### src/rtl/dual_core_reg_arbiter_if.sv
// Bundle of the two master request ports and the shared register-file port.
// Handshake: a master raises req with wr/lock/addr/wdata stable and keeps it
// high until its one-cycle ack; the arbiter owns the register-file side.
interface dual_core_reg_arbiter_if #(
  parameter int AW = 6,
  parameter int DW = 32
);
  logic          req_a;
  logic          req_b;
  logic          wr_a;
  logic          wr_b;
  logic          lock_a;
  logic          lock_b;
  logic [AW-1:0] addr_a;
  logic [AW-1:0] addr_b;
  logic [DW-1:0] wdata_a;
  logic [DW-1:0] wdata_b;
  logic          ack_a;
  logic          ack_b;
  logic [DW-1:0] rdata_a;
  logic [DW-1:0] rdata_b;
  logic [AW-1:0] addr_o;
  logic          we_o;
  logic          re_o;
  logic [DW-1:0] wdata_o;
  logic [DW-1:0] rdata_i;
  logic          busy;
  logic          owner;

  modport slave (
    input  req_a, req_b, wr_a, wr_b, lock_a, lock_b,
    input  addr_a, addr_b, wdata_a, wdata_b, rdata_i,
    output ack_a, ack_b, rdata_a, rdata_b,
    output addr_o, we_o, re_o, wdata_o, busy, owner
  );

  modport master (
    output req_a, req_b, wr_a, wr_b, lock_a, lock_b,
    output addr_a, addr_b, wdata_a, wdata_b, rdata_i,
    input  ack_a, ack_b, rdata_a, rdata_b,
    input  addr_o, we_o, re_o, wdata_o, busy, owner
  );
endinterface

### src/rtl/dual_core_reg_arbiter.sv
// Round-robin arbiter with per-master lock that serialises single-word
// register-file transactions from two cores, one transaction in flight.
module dual_core_reg_arbiter #(
  parameter int AW     = 6,
  parameter int DW     = 32,
  parameter int RD_LAT = 1
) (
  input  logic                    clk,
  input  logic                    rst,
  dual_core_reg_arbiter_if.slave  io_bus,
  output logic [1:0]              o_state_dbg
);

  typedef enum logic [1:0] {
    S_IDLE   = 2'd0,
    S_ACCESS = 2'd1,
    S_WAIT   = 2'd2,
    S_ACK    = 2'd3
  } state_t;

  localparam logic [1:0] LP_WAIT_INIT = (RD_LAT > 0) ? 2'(RD_LAT - 1) : 2'd0;

  state_t        r_state;
  logic          r_ptr;
  logic          r_lock_held;
  logic          r_wr;
  logic          r_lk;
  logic          r_owner;
  logic [1:0]    r_cnt;
  logic          r_ack_a;
  logic          r_ack_b;
  logic          r_we;
  logic          r_re;
  logic          r_busy;
  logic [AW-1:0] r_addr_o;
  logic [DW-1:0] r_wdata_o;
  logic [DW-1:0] r_rdata_a;
  logic [DW-1:0] r_rdata_b;

  logic          w_grant;
  logic          w_win;
  logic          w_win_wr;

  // While a lock is held the pointer names the lock owner, so only it may win.
  always_comb begin
    w_grant = 1'b0;
    w_win   = r_ptr;
    if (r_lock_held) begin
      w_grant = r_ptr ? io_bus.req_b : io_bus.req_a;
    end else if (io_bus.req_a && io_bus.req_b) begin
      w_grant = 1'b1;
    end else if (io_bus.req_a) begin
      w_grant = 1'b1;
      w_win   = 1'b0;
    end else if (io_bus.req_b) begin
      w_grant = 1'b1;
      w_win   = 1'b1;
    end
    w_win_wr = w_win ? io_bus.wr_b : io_bus.wr_a;
  end

  always_ff @(posedge clk or posedge rst) begin
    if (rst) begin
      r_state     <= S_IDLE;
      r_ptr       <= 1'b0;
      r_lock_held <= 1'b0;
      r_wr        <= 1'b0;
      r_lk        <= 1'b0;
      r_owner     <= 1'b0;
      r_cnt       <= 2'd0;
      r_ack_a     <= 1'b0;
      r_ack_b     <= 1'b0;
      r_we        <= 1'b0;
      r_re        <= 1'b0;
      r_busy      <= 1'b0;
      r_addr_o    <= '0;
      r_wdata_o   <= '0;
      r_rdata_a   <= '0;
      r_rdata_b   <= '0;
    end else begin
      r_ack_a <= 1'b0;
      r_ack_b <= 1'b0;
      r_we    <= 1'b0;
      r_re    <= 1'b0;
      case (r_state)
        S_IDLE: begin
          if (w_grant) begin
            r_owner   <= w_win;
            r_wr      <= w_win_wr;
            r_lk      <= w_win ? io_bus.lock_b : io_bus.lock_a;
            r_addr_o  <= w_win ? io_bus.addr_b : io_bus.addr_a;
            r_wdata_o <= w_win ? io_bus.wdata_b : io_bus.wdata_a;
            r_we      <= w_win_wr;
            r_re      <= !w_win_wr;
            r_busy    <= 1'b1;
            r_state   <= S_ACCESS;
          end
        end
        S_ACCESS: begin
          if (r_wr) begin
            r_ack_a <= !r_owner;
            r_ack_b <= r_owner;
            r_state <= S_ACK;
          end else if (RD_LAT == 0) begin
            if (r_owner) r_rdata_b <= io_bus.rdata_i;
            else         r_rdata_a <= io_bus.rdata_i;
            r_ack_a <= !r_owner;
            r_ack_b <= r_owner;
            r_state <= S_ACK;
          end else begin
            r_cnt   <= LP_WAIT_INIT;
            r_state <= S_WAIT;
          end
        end
        S_WAIT: begin
          if (r_cnt == 2'd0) begin
            if (r_owner) r_rdata_b <= io_bus.rdata_i;
            else         r_rdata_a <= io_bus.rdata_i;
            r_ack_a <= !r_owner;
            r_ack_b <= r_owner;
            r_state <= S_ACK;
          end else begin
            r_cnt <= r_cnt - 2'd1;
          end
        end
        S_ACK: begin
          r_busy      <= 1'b0;
          r_state     <= S_IDLE;
          r_lock_held <= r_lk;
          r_ptr       <= r_lk ? r_owner : !r_owner;
        end
        default: r_state <= S_IDLE;
      endcase
    end
  end

  assign io_bus.ack_a   = r_ack_a;
  assign io_bus.ack_b   = r_ack_b;
  assign io_bus.rdata_a = r_rdata_a;
  assign io_bus.rdata_b = r_rdata_b;
  assign io_bus.addr_o  = r_addr_o;
  assign io_bus.we_o    = r_we;
  assign io_bus.re_o    = r_re;
  assign io_bus.wdata_o = r_wdata_o;
  assign io_bus.busy    = r_busy;
  assign io_bus.owner   = r_owner;
  assign o_state_dbg    = r_state;

endmodule
### src/flat_wrapper.sv
// flat-port wrapper written by rule: the top's interface ports become plain ports
module dual_core_reg_arbiter_flat 
#(
  parameter int AW     = 6,
  parameter int DW     = 32,
  parameter int RD_LAT = 1
)
  (clk, rst, o_state_dbg, io_bus_req_a, io_bus_req_b, io_bus_wr_a, io_bus_wr_b, io_bus_lock_a, io_bus_lock_b, io_bus_addr_a, io_bus_addr_b, io_bus_wdata_a, io_bus_wdata_b, io_bus_rdata_i, io_bus_ack_a, io_bus_ack_b, io_bus_rdata_a, io_bus_rdata_b, io_bus_addr_o, io_bus_we_o, io_bus_re_o, io_bus_wdata_o, io_bus_busy, io_bus_owner);
  dual_core_reg_arbiter_if #(.AW(AW), .DW(DW)) io_bus_i ();
  input  logic clk;
  input  logic rst;
  output logic [1:0] o_state_dbg;
  input wire logic [$bits(io_bus_i.req_a)-1:0] io_bus_req_a;
  input wire logic [$bits(io_bus_i.req_b)-1:0] io_bus_req_b;
  input wire logic [$bits(io_bus_i.wr_a)-1:0] io_bus_wr_a;
  input wire logic [$bits(io_bus_i.wr_b)-1:0] io_bus_wr_b;
  input wire logic [$bits(io_bus_i.lock_a)-1:0] io_bus_lock_a;
  input wire logic [$bits(io_bus_i.lock_b)-1:0] io_bus_lock_b;
  input wire logic [$bits(io_bus_i.addr_a)-1:0] io_bus_addr_a;
  input wire logic [$bits(io_bus_i.addr_b)-1:0] io_bus_addr_b;
  input wire logic [$bits(io_bus_i.wdata_a)-1:0] io_bus_wdata_a;
  input wire logic [$bits(io_bus_i.wdata_b)-1:0] io_bus_wdata_b;
  input wire logic [$bits(io_bus_i.rdata_i)-1:0] io_bus_rdata_i;
  output wire logic [$bits(io_bus_i.ack_a)-1:0] io_bus_ack_a;
  output wire logic [$bits(io_bus_i.ack_b)-1:0] io_bus_ack_b;
  output wire logic [$bits(io_bus_i.rdata_a)-1:0] io_bus_rdata_a;
  output wire logic [$bits(io_bus_i.rdata_b)-1:0] io_bus_rdata_b;
  output wire logic [$bits(io_bus_i.addr_o)-1:0] io_bus_addr_o;
  output wire logic [$bits(io_bus_i.we_o)-1:0] io_bus_we_o;
  output wire logic [$bits(io_bus_i.re_o)-1:0] io_bus_re_o;
  output wire logic [$bits(io_bus_i.wdata_o)-1:0] io_bus_wdata_o;
  output wire logic [$bits(io_bus_i.busy)-1:0] io_bus_busy;
  output wire logic [$bits(io_bus_i.owner)-1:0] io_bus_owner;
  assign io_bus_i.req_a = io_bus_req_a;
  assign io_bus_i.req_b = io_bus_req_b;
  assign io_bus_i.wr_a = io_bus_wr_a;
  assign io_bus_i.wr_b = io_bus_wr_b;
  assign io_bus_i.lock_a = io_bus_lock_a;
  assign io_bus_i.lock_b = io_bus_lock_b;
  assign io_bus_i.addr_a = io_bus_addr_a;
  assign io_bus_i.addr_b = io_bus_addr_b;
  assign io_bus_i.wdata_a = io_bus_wdata_a;
  assign io_bus_i.wdata_b = io_bus_wdata_b;
  assign io_bus_i.rdata_i = io_bus_rdata_i;
  assign io_bus_ack_a = io_bus_i.ack_a;
  assign io_bus_ack_b = io_bus_i.ack_b;
  assign io_bus_rdata_a = io_bus_i.rdata_a;
  assign io_bus_rdata_b = io_bus_i.rdata_b;
  assign io_bus_addr_o = io_bus_i.addr_o;
  assign io_bus_we_o = io_bus_i.we_o;
  assign io_bus_re_o = io_bus_i.re_o;
  assign io_bus_wdata_o = io_bus_i.wdata_o;
  assign io_bus_busy = io_bus_i.busy;
  assign io_bus_owner = io_bus_i.owner;
  dual_core_reg_arbiter #(.AW(AW), .DW(DW), .RD_LAT(RD_LAT)) u_core (.clk(clk), .rst(rst), .io_bus(io_bus_i), .o_state_dbg(o_state_dbg));
endmodule
### config.mk
export PLATFORM = sky130hd
export DESIGN_NAME = dual_core_reg_arbiter_flat
export DESIGN_NICKNAME = d
export VERILOG_FILES = /design/src/rtl/dual_core_reg_arbiter_if.sv /design/src/rtl/dual_core_reg_arbiter.sv /design/src/flat_wrapper.sv
export SDC_FILE = /design/constraint.sdc
export NUM_CORES = 1
export LEC_CHECK = 0
export CAP_MARGIN = 20
export CORE_ASPECT_RATIO = 1.1
export CORE_UTILIZATION = 47
export CTS_CLUSTER_SIZE = 40
export DETAILED_ROUTE_END_ITERATION = 7
export PLACE_DENSITY = 0.85
export SETUP_SLACK_MARGIN = 0.02
export SYNTH_ARGS = -nofsm -noshare
export SYNTH_HDL_FRONTEND = slang
export SYNTH_SLANG_ARGS = --single-unit
### constraint.sdc
create_clock -name clk -period 6.6 [get_ports clk]
set_input_delay 1.32 -clock clk [delete_from_list [all_inputs] [get_ports clk]]
set_output_delay 1.32 -clock clk [all_outputs]
set_load 0.01 [all_outputs]
==> results of run 1 <==
-- metal layers --
layer / share of wire [%] / vias to the layer above / global-route usage, %
met5: 0 / - / 0
met4: 1.3 / 0 / 8.65
met3: 9.3 / 19 / 8.58
met2: 50 / 220 / 42.9
met1: 39 / 2308 / 28.6
li1: - / 2204 / -
-- sequential cells by signal (all words and copies together), names as in the netlist, 2 cells and up --
name                   flops
u_core.r_cnt               2
u_core.io_bus.addr_o       6
u_core.io_bus.rdata_b     32
u_core.io_bus.wdata_o     32
u_core.o_state_dbg         2
u_core.io_bus.rdata_a     32
-- logic make-up after synthesis --
kind of cell / Yosys count / share of synthesized area [%]
adder cells (fa/ha/maj): 5 / 1.09
AO/OA/AOI/OAI: 133 / 18.3
buffers and inverters: 47 / 4.76
multiplexers: 107 / 20.1
XOR/XNOR: 1 / 0.153
AND/OR/NAND/NOR: 66 / 5.00
flip-flops: 116 / 50.6
-- tightest hold or removal path: cells and delay by family (launching register included) --
kind	cells	cell delay, ns
and+or+nand+nor	1	0.06
AOI/OAI and AO/OA	1	0.05
DFF	1	0.34
-- through the flow --
| step | setup WS (ns) | hold WS, ns | std cells |
|---|---|---|---|
| finish | 3.41 | 0.474 | 851 |
| global route | 3.28 | 0.487 | 851 |
| CTS | 3.41 | 0.476 | 851 |
| detailed placement | 3.02 | 0.464 | 819 |
| global placement | 3.09 | 0.462 | 819 |
| floorplan | 2.21 | 0.448 | 475 |
-- power breakdown --
part | switching (uW) | internal [uW]
Combinational | 912 | 1100
Clock | 324 | 564
Sequential | 209 | 1070
Total | 1440 | 2730
-- cells in the final DEF, fill, tap and decap left out, types with 3 or more instances in the layout --
cell	instances
nor2_1	4
ha_1	5
inv_1	7
clkinv_2	3
mux2_2	3
o22a_1	39
clkdlybuf4s50_1	225
buf_4	8
o21ai_2	29
o21ai_1	12
clkbuf_16	17
o21ai_0	4
mux2i_1	41
nand2_1	48
a22oi_1	40
nand3_1	4
mux2_1	63
dfrtp_1	115
clkinvlp_4	4
-- worst max path at each step --
stage                                            to  slack (ns)  cells after the start
final                     u_core.io_bus.wdata_o[14]        3.41                      6
after global routing      u_core.io_bus.wdata_o[23]        3.28                      6
after CTS                  u_core.io_bus.wdata_o[2]        3.41                      6
after detailed placement   u_core.io_bus.wdata_o[2]        3.02                      6
after global placement    u_core.io_bus.wdata_o[31]        3.09                      6
after floorplan                 u_core.io_bus.ack_a        2.21                      1
-- layout make-up --
class                           instances  area (um^2)  area share [%]
Clock inverter                         12          131            1.53
Multi-Input combinational cell        312         2570            30.0
Clock buffer                           20          447            5.20
Inverter                                8         32.5           0.379
Tap cell                              150          188            2.19
Timing Repair Buffer                  233         2310            26.9
Sequential cell                       116         2900            33.8
==> run metrics, run 1 <==
I/O Buffers 225; Vias/cell 5.58; worst hold-check path type reg -> reg; vias in the first global route about 5000; hold depth 2; Pwr per Cell Area between 400 and 500 nW/um^2; drt pass-1 iters 5; PnR Total Power ~4200 uW; Core ar. around 12000 um^2; Worst Skew between 0.005 and 0.006 ns; mapped cell area 5740 um^2; worst skew pair latency between 0.4 and 0.5 ns; CP top delay family buffers and inverters; Final Max Slew Viols 0; Worst EP required about 7 ns; setup TNS 0 ns; most frequent cell after synthesis dfrtp_1; status completed; Netlist cell types 32; Root Driver clkbuf_16; Peak supply drop roughly 0.00025 V; syn_nets roughly 600; reg-to-reg endpoint u_core.io_bus.busy; initial core utilization around half; placed inst area 8010 um^2; DR vias roughly 4800; Synth top area share roughly half; asr flop ratio synth between 90% and 100%; Synth Instances roughly 480; Post-synth top cells dfrtp_1, mux2_1, nand2_1, mux2i_1, a22oi_1; unrepaired setup endpoints after global routing no; remaining antenna violation count 0; Slowest Stage Delay on Critical Path roughly 0.61 ns; Design Area, Final 8590 um^2; global route overflow 0; gr usage total 25.0%; Setup CP Type in -> reg; hpwl dp between 10000 and 15000 um; DIE AREA between 10000 and 15000 um^2; GPL Wtd Cong between 0.7 and 0.8; final WL roughly 15000 um; cell breakdown of the critical path clkdlybuf4s50_1 > nor4b_2 > a31o_1 > buf_4 > o22a_1 > o21ai_2; CTS tree built; fillers approximately 780; Starting DRT DRC Count around 270; deepest level of the CTS H-tree 4; final setup fails 0; number of CTS-inserted buffers 17; Buffers & Inverters on Critical Path 2; Layout area overhead 49.7%; Slew HR 34.4%; pin count of the biggest net entering global routing 84; cell taking the most area after synthesis dfrtp_1; post-CTS setup buffer count 0; row cnt between 40 and 50; final worst path period need 3.19 ns; worst-path maximum fanout 23; YS warnings 0; hold path endpoint u_core.io_bus.addr_o[2]; io pins 226; Syn Area/Cell 12.1 um^2; chip width 107 um; DRC viols 0; CTS Hold Bufs 0; worst setup path startpoint io_bus_req_b; hold wc startpoint u_core.io_bus.addr_o[2]; fin crit share about half; Leakage roughly 0.0036 uW; Synth area leaders dfrtp_1, mux2_1, mux2i_1; Core Util, Final 73.4%; CP Launch Type input pin; Post-CTS Resized 0; Fmax 0.313 GHz; Crit. End Element flip-flop; wire per inst 18.0 um; first-pass GRT wire length approximately 24000 um; reg2reg path depth 5; total of max-cap violations 0; antenna cells 0; fin nets 809; Critical Path Slowest Stage Cell a31o_1; die height 118 um; Final Hold Fails 0; flop-to-flop setup slack between 4 and 5 ns; maximum clock insertion buffer count 2; number of synthesized flops with an enable pin 0; worst r2r src u_core.r_ptr; antenna violations before repair 0; Synth Register Bits 116; layout cells sized above 1 11.0%; Reg clk slew, reported paths around 0.050 ns; critical path arrival approximately 3.5 ns; Seq/Total Area, Yosys around half; # clock sinks about 120; Top FF cell, synth dfrtp_1; worst-margin pin slew about 1 ns
Note: power is estimated with default switching activity, not from simulation.
==> run 2, diff against run 1 <==
--- a/config.mk
+++ b/config.mk
@@ -7,10 +7,10 @@
 export LEC_CHECK = 0
 export CAP_MARGIN = 20
 export CORE_ASPECT_RATIO = 1.1
-export CORE_UTILIZATION = 47
+export CORE_UTILIZATION = 44
 export CTS_CLUSTER_SIZE = 40
 export DETAILED_ROUTE_END_ITERATION = 7
-export PLACE_DENSITY = 0.85
+export PLACE_DENSITY = 0.8
 export SETUP_SLACK_MARGIN = 0.02
 export SYNTH_ARGS = -nofsm -noshare
 export SYNTH_HDL_FRONTEND = slang
==> constraint.sdc (replaced) <==
create_clock -name clk -period 3.3 [get_ports clk]
set_input_delay 0.66 -clock clk [delete_from_list [all_inputs] [get_ports clk]]
set_output_delay 0.66 -clock clk [all_outputs]
set_load 0.01 [all_outputs]
==> run 2 against run 1 <==
Final area is 0.57% higher. Sequential power grew 100%. Count of clock-buffer cells in the layout is 2 lower. Utilization down 5.1 points. Critical path type unchanged. Critical endpoint is now u_core.io_bus.wdata_o[20].
==> run metrics, run 2 (synthesized netlist as in run 1, its figures left out) <==
die height 122 um; met2 Resource Use GR 38.9%; Worst Skew between 0.008 and 0.009 ns; Root Driver clkbuf_16; PnR Total Power between 8000 and 9000 uW; gr usage total 22.6%; final worst path period need around 2.3 ns; final WL around 15000 um; Fmax 0.428 GHz; worst-margin pin slew roughly 0.9 ns; number of CTS-inserted buffers 17; worst hold-check path type reg -> reg; antenna violations before repair 0; Reg clk slew, reported paths about 0.06 ns; chip width 111 um; hpwl dp around 11000 um; Place WS 0.548 ns; final setup fails 0; Slew HR 39.0%; Reg area about 2900 um^2; Leakage between 0.003 and 0.004 uW; worst-path maximum fanout 25; antenna cells 0; DR vias around 4700; unrepaired setup endpoints after global routing no; first-pass GRT wire length around 24000 um; global route overflow 0; io pins 226; Setup CP Type in -> reg; CP Launch Type input pin; Worst EP required roughly 3.6 ns; Final Hold Fails 0; DRC viols 0; most frequent cells in the layout clkdlybuf4s50_1, dfrtp_1, mux2_1; status completed; DIE AREA approximately 13000 um^2; pin count of the biggest net entering global routing 84; # clock sinks between 100 and 150; maximum clock insertion buffer count 2; Critical Path Slowest Stage Cell clkdlybuf4s50_1; fin nets between 800 and 900; deepest level of the CTS H-tree 4; fin crit share 70.7%; Layout area overhead 50.6%; met3 Track Usage GR 6.67%; Setup WS post-layout 0.966 ns; wire per inst around 17 um; row cnt 43; critical path arrival ~2.6 ns; Post-CTS Resized 0; Final Max Slew Viols 0; grt peak-use layer met2; worst setup path startpoint io_bus_req_b; layout cells sized above 1 11.5%; worst skew pair latency 0.40 ns; Pwr per Cell Area around 960 nW/um^2; commonest non-fill, non-tap cell in the layout clkdlybuf4s50_1; CTS Hold Bufs 0; fillers slightly above 900; GPL Wtd Cong between 0.8 and 0.9; Starting DRT DRC Count 227; Crit. End Element flip-flop; CTS tree built; Peak supply drop ~0.00072 V; initial core utilization between 40% and 50%; total of max-cap violations 0; setup TNS 0 ns; drt pass-1 iters 5; area of the multi-input gates approximately 2600 um^2; reg2reg path depth 5; reg-to-reg endpoint u_core.io_bus.wdata_o[20]; I/O Buffers 225; Slowest Stage Delay on Critical Path ~0.63 ns; vias in the first global route around 4800; post-CTS setup buffer count 0; worst r2r src u_core.r_lock_held; cell breakdown of the critical path clkdlybuf4s50_1 > nor4b_2 > a31o_1 > buf_4 > o22a_1 > o21ai_2; flop-to-flop setup slack approximately 1.1 ns; end of the critical path u_core.io_bus.wdata_o[20]; Vias/cell ~5.4; M1 GR Usage ~28%; Core ar. about 13000 um^2; remaining antenna violation count 0
-- run 2: cell count changes in the layout (fill, tap and decap cells not counted), sizes merged --
cell / change
clkinvlp: +1
clkinv: +1
inv: +1
bufinv: -1
clkbuf: -2
buf: +2
-- run 2: layer usage --
| layer | share of wire [%] | vias to the layer above | routed length, um |
|---|---|---|---|
| met5 | 0 | - | 0 |
| met4 | 0.87 | 0 | 130 |
| met3 | 8.1 | 10 | 1210 |
| met2 | 49 | 224 | 7310 |
| met1 | 42 | 2237 | 6210 |
| li1 | - | 2198 | - |
-- run 2: where the power goes --
part	switching, uW	total [uW]	internal [uW]	leakage (uW)
Clock	652	1710	1060	0.000269
Sequential	483	2620	2140	0.00139
Combinational	1740	3940	2210	0.00198
Total	2870	8270	5400	0.00364
-- run 2: worst max-delay path: cells and delay by family --
kind | cells | cell delay [ns]
AOI/OAI and AO/OA | 3 | 0.69
and+or+nand+nor | 1 | 0.25
buffers and inverters | 2 | 0.99
-- run 2: final cells by class --
| type | instances | share of cell area, % |
|---|---|---|
| flip-flops and latches | 116 | 33.6 |
| multi-input cells | 312 | 29.9 |
| repair buffers | 235 | 27.2 |
| clock buffers | 18 | 5.08 |
| well taps | 157 | 2.27 |
| clock inverters | 14 | 1.48 |
| inverters | 8 | 0.391 |
-- run 2: how the worst min path moves through the flow --
stage                     slack, ns  cells after the start                  endpoint                startpoint
after CTS                      0.48                      2   u_core.io_bus.addr_o[0]   u_core.io_bus.addr_o[0]
after global placement         0.46                      2           u_core.r_cnt[1]           u_core.r_cnt[1]
after detailed placement       0.46                      2   u_core.io_bus.addr_o[0]   u_core.io_bus.addr_o[0]
after floorplan                0.45                      2           u_core.r_cnt[1]           u_core.r_cnt[1]
final                          0.47                      2   u_core.io_bus.addr_o[0]   u_core.io_bus.addr_o[0]
after global routing           0.50                      1  u_core.io_bus.rdata_a[6]  u_core.io_bus.rdata_a[6]
-- run 2: per-stage QoR --
step	area (um^2)	utilization, %	std cells	hold slack [ns]
floorplan	5740	-	475	0.448
global placement	8070	63.8	828	0.460
detailed placement	8070	63.8	828	0.463
CTS	8640	68.3	860	0.476
global route	8640	68.3	860	0.501
finish	8640	68.3	860	0.473
